### src/rtl/instruction_loader.sv
// Instruction-memory program loader: assembles little-endian words from the UART byte stream
// and writes them to instruction memory. Optional trailing checksum: `LOADER_CHECKSUM_EN.
module instruction_loader #(
    parameter logic [7:0]  START_CMD  = 8'h4C,
    parameter logic [31:0] HALT_WORD  = 32'hFFFF_FFFF,
    parameter int unsigned ADDR_WIDTH = 12
) (
    input  logic                  i_clk,
    input  logic                  i_reset,
    input  logic [7:0]            i_rx_data,
    input  logic                  i_rx_done,
    output logic                  o_write_instruction_mem,
    output logic [31:0]           o_instruction_mem_addr,
    output logic [31:0]           o_instruction_mem_data,
    output logic                  o_loading,
    output logic                  o_load_done,
    output logic                  o_load_error,
    output logic [ADDR_WIDTH-2:0] o_word_count
);

    localparam int unsigned WC_W      = ADDR_WIDTH - 1;
    localparam int unsigned MAX_WORDS = 1 << (ADDR_WIDTH - 2);

    typedef enum logic [2:0] {
        S_IDLE,
        S_RECV,
        S_WRITE,
`ifdef LOADER_CHECKSUM_EN
        S_CHKSUM,
`endif
        S_DONE,
        S_ERROR
    } state_t;

    state_t      state;
    logic [23:0] word;
    logic [1:0]  idx;
`ifdef LOADER_CHECKSUM_EN
    logic [7:0]  chk;
`endif

    // Lanes 0..2 are buffered; lane 3 arrives with the write and goes straight to the output.
    always_ff @(posedge i_clk) begin
        if (i_reset) begin
            state                   <= S_IDLE;
            word                    <= '0;
            idx                     <= '0;
            o_write_instruction_mem <= 1'b0;
            o_instruction_mem_addr  <= '0;
            o_instruction_mem_data  <= '0;
            o_loading               <= 1'b0;
            o_load_done             <= 1'b0;
            o_load_error            <= 1'b0;
            o_word_count            <= '0;
`ifdef LOADER_CHECKSUM_EN
            chk                     <= '0;
`endif
        end else begin
            o_write_instruction_mem <= 1'b0;
            case (state)
                S_IDLE, S_DONE, S_ERROR: begin
                    if (i_rx_done && i_rx_data == START_CMD) begin
                        state        <= S_RECV;
                        idx          <= '0;
                        o_word_count <= '0;
                        o_loading    <= 1'b1;
                        o_load_done  <= 1'b0;
                        o_load_error <= 1'b0;
`ifdef LOADER_CHECKSUM_EN
                        chk          <= '0;
`endif
                    end
                end
                S_RECV: begin
                    if (i_rx_done) begin
`ifdef LOADER_CHECKSUM_EN
                        chk <= chk ^ i_rx_data;
`endif
                        if (idx == 2'd3) begin
                            o_write_instruction_mem <= 1'b1;
                            o_instruction_mem_data  <= {i_rx_data, word};
                            o_instruction_mem_addr  <= 32'({o_word_count, 2'b00});
                            o_word_count            <= o_word_count + WC_W'(1);
                            idx                     <= '0;
                            state                   <= S_WRITE;
                        end else begin
                            case (idx)
                                2'd0:    word[7:0]   <= i_rx_data;
                                2'd1:    word[15:8]  <= i_rx_data;
                                default: word[23:16] <= i_rx_data;
                            endcase
                            idx <= idx + 2'd1;
                        end
                    end
                end
                S_WRITE: begin
                    if (o_instruction_mem_data == HALT_WORD) begin
`ifdef LOADER_CHECKSUM_EN
                        // A byte arriving in the write cycle is already the checksum byte.
                        if (i_rx_done) begin
                            o_loading    <= 1'b0;
                            o_load_done  <= (i_rx_data == chk);
                            o_load_error <= (i_rx_data != chk);
                            state        <= (i_rx_data == chk) ? S_DONE : S_ERROR;
                        end else begin
                            state <= S_CHKSUM;
                        end
`else
                        o_loading   <= 1'b0;
                        o_load_done <= 1'b1;
                        state       <= S_DONE;
`endif
                    end else if (o_word_count == WC_W'(MAX_WORDS)) begin
                        o_loading    <= 1'b0;
                        o_load_error <= 1'b1;
                        state        <= S_ERROR;
                    end else begin
                        state <= S_RECV;
                        if (i_rx_done) begin
                            word[7:0] <= i_rx_data;
                            idx       <= 2'd1;
`ifdef LOADER_CHECKSUM_EN
                            chk       <= chk ^ i_rx_data;
`endif
                        end
                    end
                end
`ifdef LOADER_CHECKSUM_EN
                S_CHKSUM: begin
                    if (i_rx_done) begin
                        o_loading    <= 1'b0;
                        o_load_done  <= (i_rx_data == chk);
                        o_load_error <= (i_rx_data != chk);
                        state        <= (i_rx_data == chk) ? S_DONE : S_ERROR;
                    end
                end
`endif
                default: state <= S_IDLE;
            endcase
        end
    end

endmodule
### config.mk
export PLATFORM = sky130hd
export DESIGN_NAME = instruction_loader
export DESIGN_NICKNAME = d
export VERILOG_FILES = /design/src/rtl/instruction_loader.sv
export SDC_FILE = /design/constraint.sdc
export NUM_CORES = 1
export LEC_CHECK = 0
export CAP_MARGIN = 20
export CORE_ASPECT_RATIO = 1.1
export CORE_MARGIN = 2
export CORE_UTILIZATION = 25
export DETAILED_ROUTE_END_ITERATION = 10
export GPL_TIMING_DRIVEN = 0
export PLACE_DENSITY = 0.42
export SLEW_MARGIN = 20
export SYNTH_ARGS = -nofsm -noshare
export SYNTH_HDL_FRONTEND = slang
export SYNTH_SLANG_ARGS = --single-unit
### constraint.sdc
create_clock -name i_clk -period 2.02 [get_ports i_clk]
set_input_delay 0.202 -clock i_clk [delete_from_list [all_inputs] [get_ports i_clk]]
set_output_delay 0.202 -clock i_clk [all_outputs]
set_load 0.01 [all_outputs]
==> impl_metrics.toml <==
[synthesis]
synth_cells = 448
synth-async-reset-ratio = 0
synth_flop_cell = "dfxtp_1"
syn_area_mm2 = 0.00377
seq_area_frac_synth = 0.462
postSynthAreaPerCell_um2 = 8.41
yosys.area.top_type = "dfxtp_1"
synth_enable_flop_cells = 0
synth_fa_ha_area_frac = 0.0199
synthXorXnorAreaFrac = 0.0186
synth-seq-cells = 87
netlist.area_leader.share = 0.462
ys_warn_count = 0
synth_top_family_by_area = "simple AND/OR/NAND/NOR gates"
synth_mux_area_frac = 0.0664
synth-compound-area-share = 0.124
synthTopCellsByArea = "dfxtp_1 (46%), nand2_1 (11%), a21oi_1 (6.9%)"
ys_types = 47
synth-simple-area-share = 0.227

[global_routing]
grt_usage = 0.140
grt_max_degree = 15
grt_pass1_wl_mm = 17.4
grt_pass1_vias = 3225
gr-total-overflow = 0
antenna_found_initial = 0

[floorplanning]
start_util = 0.253
die_w_um = 121
die_h_um = 133
io_pins = 90
dieArea_mm2 = 0.0161
core_mm2 = 0.0149
rows = 47

[clocking]
clock_latency_ps = 350
ctsLongestPathBuffers = 2
cts-buffers-inserted = 9
root_buffer = "clkbuf_16"
holdBufCountCts = 0
path_clk_slew_ps = 60
cts_tree = "built"
cts.sink_count = 87
cts-htree-levels = 3

[sta]
skew_ps = 5.04
worst_pin_slew_ps = 622
hold_viol = 0
slew_headroom = 0.582
drv_slew = 0
whs_ps = 455
period_needed_ps = 1900
rsz0062_at_grt = "no"
setup_viol = 0
max_freq_mhz = 526
fin_crit_sh = 0.941
fin_ws_ps = 119

[setup_path]
required_ps = 2300
cp-start-kind = "input port"
crit_arrival_ps = 2180
worstSetupPathType = "input port to flip-flop"
crit_start = "i_rx_data[3]"
crit_fanout = 10
r2r_start = "o_instruction_mem_data[16]"
endpoint_kind = "flip-flop"

[placed_design]
dp_hpwl_mm = 7.93
dp_slack_ps = -319
numPortBuffers = 67
gp_congestion = 0.757

[routing]
vias = 3293
ant_nets = 0
wl_per_cell_um = 14.5
first_pass_iters = 4
vias_per_cell = 4.41
wirelength_mm = 10.8
drt_iter0_drc = 162
drc = 0

[power_and_ir_drop]
combPwrFrac = 0.066
p_seq_frac = 0.480
switchingPower_uw = 846
p_per_area_mw_per_mm2 = 712
switching_share = 0.233
clkPwrFrac = 0.455
peakVddDrop_mv = 0.352
p_int_uw = 2790
power_leakage_uw = 0.00193

[layout]
drive_above_1_share = 0.107
multi_input_area_mm2 = 0.00184
seqCellArea_mm2 = 0.00174
final_nets = 563
fill_cells = 1600
area_growth_pct = 35.5
num_antenna_cells = 0

[run_status]
run_status = "finished clean"

[min_path]
hold_path.class = "flip-flop to flip-flop"
worstHoldStart = "word[22]"

[flow_run]
maxCapViolations = 0
[per-layer routing]
| layer | vias to the layer above | track usage | wire (µm) |
|---|---|---|---|
| li1 | 1665 | - | - |
| met2 | 89 | 0.226 | 5060 |
| met5 | - | 0 | 0 |
| met3 | 7 | 0.0470 | 696 |
| met4 | 0 | 0.0310 | 89 |
| met1 | 1532 | 0.181 | 4970 |
[final timing paths]
| kind | endpoint | slack, ps | cells past startpoint |
|---|---|---|---|
| setup / recovery | o_word_count[5] | 120 | 7 |
| hold / removal | o_instruction_mem_data[22] | 450 | 2 |
| setup reg to reg | state[0] | 140 | 5 |
| hold reg to reg | o_instruction_mem_data[22] | 450 | 2 |
[registers in the layout (all words and copies together), names as in the netlist, 2 cells and up]
register	cells
o_instruction_mem_data	32
word	24
o_instruction_mem_addr	11
o_word_count	11
state	3
idx	2
[synthesized netlist by cell type (2+ instances only)]
cell,number
nand3b_1,2
a2bb2oi_1,2
nor2b_1,5
buf_4,24
or3_1,3
a21oi_1,52
o21ai_0,7
nand3_1,4
mux2i_1,25
nor2_1,31
buf_2,8
nor3b_1,2
clkbuf_1,16
and3_1,3
and4_1,2
dfxtp_1,87
xor2_1,7
o2111ai_1,3
nand2b_1,2
nand4b_1,2
inv_1,6
nand2_1,113
ha_1,6
a31oi_1,3
nand4_1,9
nor4_1,3
[power groups by stage]
stage	combinational, µW	sequential [µW]	clock (µW)
after floorplan	160	1780	0
after global placement	232	1780	0
after detailed placement	232	1780	0
after CTS	235	1740	1710
after global routing	265	1740	1770
final	238	1740	1650
[cell type report]
class | count | area share
buffer | 47 | 0.0552
clock buffer | 11 | 0.0456
clock inverter | 5 | 0.0113
inverter | 6 | 0.00441
multi-input combinational | 327 | 0.361
sequential | 87 | 0.341
tap | 196 | 0.0481
timing repair buffer | 68 | 0.133
[repair_timing]
action / 4_1_cts / 5_1_grt
gates resized for setup: 3 / 7
endpoints found under the hold margin: 0 / 0
cloned: 0 / 0
endpoints found under the setup margin: 15 / 53
buffers inserted: 0 / 1
pin swaps: 0 / 1
[metrics by stage]
| stage | TNS, ps | std cells | total power [µW] | util | instance area, µm² |
|---|---|---|---|---|---|
| 3_5_place_dp | -5870 | 731 | 2010 | 0.320 | 4760 |
| 2_1_floorplan | 0 | 468 | 1940 | - | 3840 |
| 5_1_grt | 0 | 747 | 3780 | 0.343 | 5100 |
| 3_3_place_gp | -5960 | 731 | 2010 | 0.320 | 4760 |
| 4_1_cts | 0 | 747 | 3680 | 0.341 | 5070 |
| 6_report | 0 | 747 | 3630 | 0.343 | 5100 |
[kinds of logic after synthesis]
kind of cell | Yosys count
simple gates | 189
compound gates | 78
mux | 25
fa+ha+maj | 6
flops | 87
xor+xnor | 8
other cells | 1
buf+inv | 54
[critical path: stages]
cell,delay (ps)
clkdlybuf4s50_1,680
and4bb_2,300
o2111a_1,170
buf_2,240
o211ai_4,120
or3_1,320
a21oi_1,130
[cells in the final DEF (no fill, tap or decap), drive strengths merged, types with 9 or more instances in the layout]
master,count
a21oi,53
buf,31
clkbuf,28
clkdlybuf4s50,67
conb,21
dfxtp,87
mux2i,25
nand2,113
nand4,9
nor2,31
Note: power is estimated with default switching activity, not from simulation.
